## src/rtl/sc_shiftctrl_if.sv

```systemverilog
// sc_shiftctrl_if
// Command and shift-register bus between the upstream command source and the
// sc_shiftctrl sequencer.
//
//   master : command source (drives start/direction/shiftcount/data/abort,
//            observes ready/done and the shift-register strobes)
//   slave  : sc_shiftctrl (consumes the command, drives the strobes)
//
// Signals
//   SC_SHIFTCTRL_start_InHigh        command valid
//   SC_SHIFTCTRL_direction_In        0 = left (selection 01), 1 = right (10)
//   SC_SHIFTCTRL_shiftcount_In       requested single-bit shifts
//   SC_SHIFTCTRL_data_InBUS          word to load
//   SC_SHIFTCTRL_abort_InHigh        cancel operation in progress
//   SC_SHIFTCTRL_clear_OutLow        shift register clear (active low)
//   SC_SHIFTCTRL_load_OutLow         shift register load (active low)
//   SC_SHIFTCTRL_shiftselection_Out  shift register 2-bit selection
//   SC_SHIFTCTRL_data_OutBUS         shift register data input
//   SC_SHIFTCTRL_ready_OutHigh       command can be accepted
//   SC_SHIFTCTRL_done_OutHigh        one-cycle completion pulse
//   SC_SHIFTCTRL_remain_OutBUS       shifts still to issue (only with
//                                    SHIFTCTRL_REMAIN_EN defined)
interface sc_shiftctrl_if #(
   parameter int SHIFTCTRL_DATAWIDTH  = 8,
   parameter int SHIFTCTRL_COUNTWIDTH = 4
);
   logic                            SC_SHIFTCTRL_start_InHigh;
   logic                            SC_SHIFTCTRL_direction_In;
   logic [SHIFTCTRL_COUNTWIDTH-1:0] SC_SHIFTCTRL_shiftcount_In;
   logic [SHIFTCTRL_DATAWIDTH-1:0]  SC_SHIFTCTRL_data_InBUS;
   logic                            SC_SHIFTCTRL_abort_InHigh;
   logic                            SC_SHIFTCTRL_clear_OutLow;
   logic                            SC_SHIFTCTRL_load_OutLow;
   logic [1:0]                      SC_SHIFTCTRL_shiftselection_Out;
   logic [SHIFTCTRL_DATAWIDTH-1:0]  SC_SHIFTCTRL_data_OutBUS;
   logic                            SC_SHIFTCTRL_ready_OutHigh;
   logic                            SC_SHIFTCTRL_done_OutHigh;
`ifdef SHIFTCTRL_REMAIN_EN
   logic [SHIFTCTRL_COUNTWIDTH-1:0] SC_SHIFTCTRL_remain_OutBUS;

   modport master (
      output SC_SHIFTCTRL_start_InHigh, SC_SHIFTCTRL_direction_In,
             SC_SHIFTCTRL_shiftcount_In, SC_SHIFTCTRL_data_InBUS,
             SC_SHIFTCTRL_abort_InHigh,
      input  SC_SHIFTCTRL_clear_OutLow, SC_SHIFTCTRL_load_OutLow,
             SC_SHIFTCTRL_shiftselection_Out, SC_SHIFTCTRL_data_OutBUS,
             SC_SHIFTCTRL_ready_OutHigh, SC_SHIFTCTRL_done_OutHigh,
             SC_SHIFTCTRL_remain_OutBUS
   );

   modport slave (
      input  SC_SHIFTCTRL_start_InHigh, SC_SHIFTCTRL_direction_In,
             SC_SHIFTCTRL_shiftcount_In, SC_SHIFTCTRL_data_InBUS,
             SC_SHIFTCTRL_abort_InHigh,
      output SC_SHIFTCTRL_clear_OutLow, SC_SHIFTCTRL_load_OutLow,
             SC_SHIFTCTRL_shiftselection_Out, SC_SHIFTCTRL_data_OutBUS,
             SC_SHIFTCTRL_ready_OutHigh, SC_SHIFTCTRL_done_OutHigh,
             SC_SHIFTCTRL_remain_OutBUS
   );
`else
   modport master (
      output SC_SHIFTCTRL_start_InHigh, SC_SHIFTCTRL_direction_In,
             SC_SHIFTCTRL_shiftcount_In, SC_SHIFTCTRL_data_InBUS,
             SC_SHIFTCTRL_abort_InHigh,
      input  SC_SHIFTCTRL_clear_OutLow, SC_SHIFTCTRL_load_OutLow,
             SC_SHIFTCTRL_shiftselection_Out, SC_SHIFTCTRL_data_OutBUS,
             SC_SHIFTCTRL_ready_OutHigh, SC_SHIFTCTRL_done_OutHigh
   );

   modport slave (
      input  SC_SHIFTCTRL_start_InHigh, SC_SHIFTCTRL_direction_In,
             SC_SHIFTCTRL_shiftcount_In, SC_SHIFTCTRL_data_InBUS,
             SC_SHIFTCTRL_abort_InHigh,
      output SC_SHIFTCTRL_clear_OutLow, SC_SHIFTCTRL_load_OutLow,
             SC_SHIFTCTRL_shiftselection_Out, SC_SHIFTCTRL_data_OutBUS,
             SC_SHIFTCTRL_ready_OutHigh, SC_SHIFTCTRL_done_OutHigh
   );
`endif
endinterface

```

## src/rtl/sc_shiftctrl.sv

```systemverilog
// sc_shiftctrl
// Sequencer sitting directly upstream of a shift register. Accepts a word and
// a shift command (direction, count), then drives the register's clear, load,
// shift-selection and data inputs cycle by cycle and pulses done when the
// register holds the final value. The register output is the result; this
// block only keeps the latched word.
//
// Ports
//   SC_SHIFTCTRL_CLOCK_50       system clock, rising edge
//   SC_SHIFTCTRL_RESET_InHigh   synchronous active-high reset
//   scBus (slave)               command handshake and shift-register strobes,
//                               see sc_shiftctrl_if
//
// Parameters
//   SHIFTCTRL_DATAWIDTH   loaded word width (equals the shift register width)
//   SHIFTCTRL_COUNTWIDTH  shift-count width; 2**COUNTWIDTH must exceed
//                         DATAWIDTH so the clamp value is representable
//
// Optional feature macro: SHIFTCTRL_REMAIN_EN adds the remain count output.
//
// Every output is a flop written by the FSM, so nothing combinational runs
// from inputs to outputs.
module sc_shiftctrl #(
   parameter int SHIFTCTRL_DATAWIDTH  = 8,
   parameter int SHIFTCTRL_COUNTWIDTH = 4
) (
   input logic           SC_SHIFTCTRL_CLOCK_50,
   input logic           SC_SHIFTCTRL_RESET_InHigh,
   sc_shiftctrl_if.slave scBus
);

   localparam logic [SHIFTCTRL_COUNTWIDTH-1:0] maxCount =
      SHIFTCTRL_COUNTWIDTH'(SHIFTCTRL_DATAWIDTH);

   typedef enum logic [2:0] {
      IDLE,
      LOAD,
      SHIFT,
      DONE,
      CLEAR
   } stateT;

   stateT                           state;
   logic [SHIFTCTRL_COUNTWIDTH-1:0] counter;
   logic [SHIFTCTRL_DATAWIDTH-1:0]  dataLatch;
   logic                            dirLatch;
   logic                            clearN;
   logic                            loadN;
   logic [1:0]                      selection;
   logic                            readyReg;
   logic                            doneReg;

   logic [SHIFTCTRL_COUNTWIDTH-1:0] clampedCount;
   logic [1:0]                      dirSelection;

   // Shifting more than the word width cannot change the result further,
   // so the count is saturated at DATAWIDTH on accept.
   assign clampedCount = (scBus.SC_SHIFTCTRL_shiftcount_In > maxCount) ?
                         maxCount : scBus.SC_SHIFTCTRL_shiftcount_In;
   assign dirSelection = dirLatch ? 2'b10 : 2'b01;

   always_ff @(posedge SC_SHIFTCTRL_CLOCK_50) begin
      if (SC_SHIFTCTRL_RESET_InHigh) begin
         state     <= IDLE;
         counter   <= '0;
         dataLatch <= '0;
         dirLatch  <= 1'b0;
         clearN    <= 1'b1;
         loadN     <= 1'b1;
         selection <= 2'b00;
         readyReg  <= 1'b1;
         doneReg   <= 1'b0;
      end else begin
         case (state)
            IDLE: begin
               // abort is deliberately not looked at here: start wins.
               if (scBus.SC_SHIFTCTRL_start_InHigh) begin
                  dataLatch <= scBus.SC_SHIFTCTRL_data_InBUS;
                  dirLatch  <= scBus.SC_SHIFTCTRL_direction_In;
                  counter   <= clampedCount;
                  loadN     <= 1'b0;
                  readyReg  <= 1'b0;
                  state     <= LOAD;
               end
            end
            LOAD: begin
               loadN <= 1'b1;
               if (scBus.SC_SHIFTCTRL_abort_InHigh) begin
                  counter <= '0;
                  clearN  <= 1'b0;
                  state   <= CLEAR;
               end else if (counter == '0) begin
                  doneReg <= 1'b1;
                  state   <= DONE;
               end else begin
                  selection <= dirSelection;
                  state     <= SHIFT;
               end
            end
            SHIFT: begin
               // counter holds the shifts left including this cycle, so a
               // value of 1 marks the final shift.
               if (scBus.SC_SHIFTCTRL_abort_InHigh) begin
                  counter   <= '0;
                  selection <= 2'b00;
                  clearN    <= 1'b0;
                  state     <= CLEAR;
               end else begin
                  counter <= counter - 1'b1;
                  if (counter == SHIFTCTRL_COUNTWIDTH'(1)) begin
                     selection <= 2'b00;
                     doneReg   <= 1'b1;
                     state     <= DONE;
                  end
               end
            end
            DONE: begin
               doneReg  <= 1'b0;
               readyReg <= 1'b1;
               state    <= IDLE;
            end
            CLEAR: begin
               clearN   <= 1'b1;
               readyReg <= 1'b1;
               state    <= IDLE;
            end
            default: begin
               clearN    <= 1'b1;
               loadN     <= 1'b1;
               selection <= 2'b00;
               doneReg   <= 1'b0;
               readyReg  <= 1'b1;
               state     <= IDLE;
            end
         endcase
      end
   end

   assign scBus.SC_SHIFTCTRL_clear_OutLow       = clearN;
   assign scBus.SC_SHIFTCTRL_load_OutLow        = loadN;
   assign scBus.SC_SHIFTCTRL_shiftselection_Out = selection;
   assign scBus.SC_SHIFTCTRL_data_OutBUS        = dataLatch;
   assign scBus.SC_SHIFTCTRL_ready_OutHigh      = readyReg;
   assign scBus.SC_SHIFTCTRL_done_OutHigh       = doneReg;

`ifdef SHIFTCTRL_REMAIN_EN
   logic [SHIFTCTRL_COUNTWIDTH-1:0] remainReg;

   // Tracks what counter will hold in the next LOAD/SHIFT cycle and reads
   // zero everywhere else.
   always_ff @(posedge SC_SHIFTCTRL_CLOCK_50) begin
      if (SC_SHIFTCTRL_RESET_InHigh) begin
         remainReg <= '0;
      end else begin
         case (state)
            IDLE:    remainReg <= scBus.SC_SHIFTCTRL_start_InHigh ? clampedCount : '0;
            LOAD:    remainReg <= (scBus.SC_SHIFTCTRL_abort_InHigh || counter == '0) ?
                                  '0 : counter;
            SHIFT:   remainReg <= scBus.SC_SHIFTCTRL_abort_InHigh ? '0 : counter - 1'b1;
            default: remainReg <= '0;
         endcase
      end
   end

   assign scBus.SC_SHIFTCTRL_remain_OutBUS = remainReg;
`endif

endmodule

```

## src/flat_wrapper.sv

```systemverilog
// flat-port wrapper written by rule: the top's interface ports become plain ports
module sc_shiftctrl_flat 
#(
   parameter int SHIFTCTRL_DATAWIDTH  = 8,
   parameter int SHIFTCTRL_COUNTWIDTH = 4
)
  (SC_SHIFTCTRL_CLOCK_50, SC_SHIFTCTRL_RESET_InHigh, scBus_SC_SHIFTCTRL_start_InHigh, scBus_SC_SHIFTCTRL_direction_In, scBus_SC_SHIFTCTRL_shiftcount_In, scBus_SC_SHIFTCTRL_data_InBUS, scBus_SC_SHIFTCTRL_abort_InHigh, scBus_SC_SHIFTCTRL_clear_OutLow, scBus_SC_SHIFTCTRL_load_OutLow, scBus_SC_SHIFTCTRL_shiftselection_Out, scBus_SC_SHIFTCTRL_data_OutBUS, scBus_SC_SHIFTCTRL_ready_OutHigh, scBus_SC_SHIFTCTRL_done_OutHigh);
  sc_shiftctrl_if #(.SHIFTCTRL_DATAWIDTH(SHIFTCTRL_DATAWIDTH), .SHIFTCTRL_COUNTWIDTH(SHIFTCTRL_COUNTWIDTH)) scBus_i ();
  input logic SC_SHIFTCTRL_CLOCK_50;
  input logic SC_SHIFTCTRL_RESET_InHigh;
  input wire logic [$bits(scBus_i.SC_SHIFTCTRL_start_InHigh)-1:0] scBus_SC_SHIFTCTRL_start_InHigh;
  input wire logic [$bits(scBus_i.SC_SHIFTCTRL_direction_In)-1:0] scBus_SC_SHIFTCTRL_direction_In;
  input wire logic [$bits(scBus_i.SC_SHIFTCTRL_shiftcount_In)-1:0] scBus_SC_SHIFTCTRL_shiftcount_In;
  input wire logic [$bits(scBus_i.SC_SHIFTCTRL_data_InBUS)-1:0] scBus_SC_SHIFTCTRL_data_InBUS;
  input wire logic [$bits(scBus_i.SC_SHIFTCTRL_abort_InHigh)-1:0] scBus_SC_SHIFTCTRL_abort_InHigh;
  output wire logic [$bits(scBus_i.SC_SHIFTCTRL_clear_OutLow)-1:0] scBus_SC_SHIFTCTRL_clear_OutLow;
  output wire logic [$bits(scBus_i.SC_SHIFTCTRL_load_OutLow)-1:0] scBus_SC_SHIFTCTRL_load_OutLow;
  output wire logic [$bits(scBus_i.SC_SHIFTCTRL_shiftselection_Out)-1:0] scBus_SC_SHIFTCTRL_shiftselection_Out;
  output wire logic [$bits(scBus_i.SC_SHIFTCTRL_data_OutBUS)-1:0] scBus_SC_SHIFTCTRL_data_OutBUS;
  output wire logic [$bits(scBus_i.SC_SHIFTCTRL_ready_OutHigh)-1:0] scBus_SC_SHIFTCTRL_ready_OutHigh;
  output wire logic [$bits(scBus_i.SC_SHIFTCTRL_done_OutHigh)-1:0] scBus_SC_SHIFTCTRL_done_OutHigh;
  assign scBus_i.SC_SHIFTCTRL_start_InHigh = scBus_SC_SHIFTCTRL_start_InHigh;
  assign scBus_i.SC_SHIFTCTRL_direction_In = scBus_SC_SHIFTCTRL_direction_In;
  assign scBus_i.SC_SHIFTCTRL_shiftcount_In = scBus_SC_SHIFTCTRL_shiftcount_In;
  assign scBus_i.SC_SHIFTCTRL_data_InBUS = scBus_SC_SHIFTCTRL_data_InBUS;
  assign scBus_i.SC_SHIFTCTRL_abort_InHigh = scBus_SC_SHIFTCTRL_abort_InHigh;
  assign scBus_SC_SHIFTCTRL_clear_OutLow = scBus_i.SC_SHIFTCTRL_clear_OutLow;
  assign scBus_SC_SHIFTCTRL_load_OutLow = scBus_i.SC_SHIFTCTRL_load_OutLow;
  assign scBus_SC_SHIFTCTRL_shiftselection_Out = scBus_i.SC_SHIFTCTRL_shiftselection_Out;
  assign scBus_SC_SHIFTCTRL_data_OutBUS = scBus_i.SC_SHIFTCTRL_data_OutBUS;
  assign scBus_SC_SHIFTCTRL_ready_OutHigh = scBus_i.SC_SHIFTCTRL_ready_OutHigh;
  assign scBus_SC_SHIFTCTRL_done_OutHigh = scBus_i.SC_SHIFTCTRL_done_OutHigh;
  sc_shiftctrl #(.SHIFTCTRL_DATAWIDTH(SHIFTCTRL_DATAWIDTH), .SHIFTCTRL_COUNTWIDTH(SHIFTCTRL_COUNTWIDTH)) u_core (.SC_SHIFTCTRL_CLOCK_50(SC_SHIFTCTRL_CLOCK_50), .SC_SHIFTCTRL_RESET_InHigh(SC_SHIFTCTRL_RESET_InHigh), .scBus(scBus_i));
endmodule
```

## config.mk

```make
export PLATFORM = sky130hd
export DESIGN_NAME = sc_shiftctrl_flat
export DESIGN_NICKNAME = d
export VERILOG_FILES = /design/src/rtl/sc_shiftctrl_if.sv /design/src/rtl/sc_shiftctrl.sv /design/src/flat_wrapper.sv
export SDC_FILE = /design/constraint.sdc
export NUM_CORES = 1
export LEC_CHECK = 0
export CAP_MARGIN = 20
export CORE_MARGIN = 3
export CORE_UTILIZATION = 37
export CTS_CLUSTER_DIAMETER = 50
export DETAILED_ROUTE_END_ITERATION = 16
export GPL_ROUTABILITY_DRIVEN = 0
export PLACE_DENSITY = 0.67
export SLEW_MARGIN = 25
export SYNTH_ARGS = -nofsm -noshare
export SYNTH_HDL_FRONTEND = slang
export SYNTH_SLANG_ARGS = --single-unit
export TNS_END_PERCENT = 50
```

## constraint.sdc

```tcl
create_clock -name SC_SHIFTCTRL_CLOCK_50 -period 1.9 [get_ports SC_SHIFTCTRL_CLOCK_50]
set_clock_uncertainty 0.1 [all_clocks]
set_input_delay 0.38 -clock SC_SHIFTCTRL_CLOCK_50 [delete_from_list [all_inputs] [get_ports SC_SHIFTCTRL_CLOCK_50]]
set_output_delay 0.38 -clock SC_SHIFTCTRL_CLOCK_50 [all_outputs]
set_load 0.01 [all_outputs]
```

==> summary.md <==
| Metric | Value |
|---|---|
| Outcome | finished clean |
| Post-Synthesis Cells | roughly 140 |
| Crit path DAT | 1.99 ns |
| F_max | between 500 and 600 MHz |
| Pre-CTS WS | -0.238 ns |
| Max VDD drop | 0.361 mV |
| Pwr dens | 831 nW/µm² |
| # diodes | 0 |
| Comb power frac | roughly 40% |
| Total clock sinks | 22 |
| Most frequent cells in the layout | clkdlybuf4s50_1, nand2_1, a21oi_1, dfxtp_1, buf_4 |
| Crit path cell chain | buf_4 > ha_4 > or3b_4 > and4b_4 > or3_4 > a31o_1 |
| Largest delay share family, worst path | simple AND/OR/NAND/NOR gates |
| Most common cell after layout, fill and taps aside | clkdlybuf4s50_1 |
| Top area cells in the synthesized netlist | dfxtp_1, a21oi_1, nand2_1, nor2_1, ha_1 |
| Detail Route Antenna Nets | 0 |
| Synth top area share | 39.9% |
| Final Hold Fails | 0 |
| Path type of the worst setup path | reg -> reg |
| Seq/Total Area, Yosys | 39.9% |
| MaxCap Viol Count | 0 |
| Setup-failing EPs final | 0 |
| First-pass GRT wire length | 4560 µm |
| Port bufs | 30 |
| Cell Rows | 19 |
| CTS tree | yes |
| Die Y | a little over 60 µm |
| Initial core utilization | just under 40% |
| Die area | 3680 µm² |
| Post-route minimum period | approximately 1.9 ns |
| #FFs+latches synth | 22 |
| Crit path buf inv count | 1 |
| Dominant cell type by area after synthesis | dfxtp_1 |
| Final core utilization | between 50% and 60% |
| Io pins | 31 |
| Crit path largest cell delay | 0.37 ns |
| Hold buffers post-CTS | 0 |
| FILL cells | 264 |
| Part of the cycle the worst path needs | 98.2% |
| Iteration-0 DRC Markers | 43 |
| Minimum setup slack among reg-to-reg paths | 0.04 ns |
| Vias | 1117 |
| Vias in the first global route | 1019 |
| Clock Power Share | 16.7% |
| Final instance area | 1590 µm² |
| Layout area overhead | 43.9% |
| Layout Nets | between 200 and 250 |
| Core Region | ~2800 µm² |
| CTS H-tree lvls | 1 |
| Area occupied by multi-input gates | between 600 and 700 µm² |
| Critical-path maximum fanout | 2 |
| Hold crit path type | reg -> reg |
| Pin count of the biggest net entering global routing | 20 |
| Switching portion of total power | 34.3% |
| Syn nets | 158 |
| Avg Inst Size Synth | 8.01 µm² |
| # placed instances | approximately 200 |
| Worst-path clk slew | roughly 0.13 ns |
| Worst-Skew Late Latency | roughly 0.32 ns |
| CTS max path bufs | 2 |
| Detailed Route WL | 2850 µm |
| Crit. End Element | register |
| Psw | about 0.45 mW |
| GRT Resource Usage Total | 16.5% |
| Cell variety after synth | 41 |
| Pre-antenna DRT Iters | 4 |
| DRC | 0 |
| Total power | roughly 1.3 mW |
| TNS Setup | 0 ns |
| Slew Limit Fails | 0 |
| Worst slew margin | 73.9% |
| Critical path required time | 2.02 ns |
| Internal power | 0.868 mW |
| Leakage power | 0.627 nW |
| CP max-delay cell | or3b_4 |
| Placed cell area | 1510 µm² |
| Slew @ Worst Pin | 0.392 ns |
| Worst hold slack | between 0.3 and 0.4 ns |
| Clk root buf | clkbuf_4 |
| Synth Cell Area | 1100 µm² |
| FF+latch area | 443 µm² |
| Chip width | 60.6 µm |
| Setup WS post-layout | approximately 0.035 ns |
| Layout cells sized above 1 | 19.4% |
| Syn. warnings | 0 |
| GR Overflow Total | 0 |
| Post-DP HPWL | 2060 µm |
| Reg power frac | 43.4% |
| Initial antenna violation count | 0 |
| CTS buffer count | 3 |
| Final Non-Filler Cells | 211 |
| Crit path launch type | register |
| DR WL/cell | 13.5 µm |
| RSZ-0062 raised after global routing | true |
| Via/cell ratio | approximately 5.3 |
-- synth_stat cells --
cell	number
o211a_1	1
or4_1	1
and2b_1	1
buf_2	2
dfxtp_1	22
or4b_1	1
or3_1	2
clkbuf_1	3
nor3_1	3
nor3b_1	1
nand2_1	24
o32ai_1	2
nor3_2	1
nand3b_1	1
nor4_1	2
nor3b_2	1
o21ai_0	7
inv_1	4
a21o_1	1
or3b_1	1
a21boi_0	1
buf_6	2
a31o_1	2
or3_2	1
xor2_1	1
ha_1	3
o22ai_1	1
a2111oi_0	1
or3_4	1
a31oi_1	1
and4b_4	1
nor2_1	12
buf_1	2
a21oi_1	20
o21bai_1	1
nand4b_1	1
and2_1	1
and3_1	1
nor2b_1	1
a32oi_1	1
nand2b_1	2
-- sequential cells by signal, summed over array words and instances, names as in the netlist, 2 cells and up --
register                                      count
u_core.scBus.SC_SHIFTCTRL_data_OutBUS             8
u_core.counter                                    4
u_core.state                                      3
u_core.scBus.SC_SHIFTCTRL_shiftselection_Out      2
-- layer usage --
layer / track usage, % / vias up / routed length, µm
met3: 4.89 / 5 / 181
met5: 0 / - / 0
met1: 19.2 / 514 / 1240
met2: 28.4 / 32 / 1380
li1: - / 566 / -
met4: 6.50 / 0 / 44
-- tightest hold or removal path: stages, from the launching register on --
cell     delay (ns)
dfxtp_1        0.33
nand2_1        0.05
a21oi_1        0.05
-- what timing repair did --
| item | CTS | global route |
|---|---|---|
| buffers inserted | 2 | 1 |
| setup endpoints to repair | 2 | 4 |
| pin swaps | 2 | 3 |
| gates resized for setup | 4 | 7 |
-- cell families (layout without fill, tap and decap cells) --
kind of cell               after synthesis  count (layout)  synth area share (%)
buffers and inverters                   13              55                  6.00
and+or+nand+nor                         60              60                  28.9
DFF                                     22              22                  39.9
AOI/OAI and AO/OA                       39              39                  21.1
xor gates and xnor gates                 1               1                 0.793
adders and majority gates                3               3                  3.40
-- worst paths after layout --
check                                                   startpoint                                                      endpoint  cells past startpoint
min reg2reg  u_core.scBus.SC_SHIFTCTRL_data_OutBUS[2]$_SDFFE_PP0P_         u_core.scBus.SC_SHIFTCTRL_data_OutBUS[2]$_SDFFE_PP0P_                      2
min          u_core.scBus.SC_SHIFTCTRL_data_OutBUS[2]$_SDFFE_PP0P_         u_core.scBus.SC_SHIFTCTRL_data_OutBUS[2]$_SDFFE_PP0P_                      2
max                                 u_core.counter[0]$_SDFFE_PP0P_  u_core.scBus.SC_SHIFTCTRL_shiftselection_Out[1]$_SDFFE_PP0P_                      6
max reg2reg                         u_core.counter[0]$_SDFFE_PP0P_  u_core.scBus.SC_SHIFTCTRL_shiftselection_Out[1]$_SDFFE_PP0P_                      6
-- power groups by stage --
stage | sequential [mW] | clock, mW | combinational, mW
6_report | 0.573 | 0.220 | 0.528
5_1_grt | 0.584 | 0.242 | 0.577
4_1_cts | 0.572 | 0.219 | 0.498
3_5_place_dp | 0.581 | 0 | 0.481
3_3_place_gp | 0.579 | 0 | 0.468
2_1_floorplan | 0.581 | 0 | 0.281
-- area by class of cell --
class,count,share of cell area (%)
clock buffers,3,1.42
inverters,4,0.944
multi-input cells,103,40.0
flip-flops and latches,22,27.9
well taps,31,2.44
repair buffers,48,27.4
Note: power is estimated with default switching activity, not from simulation.
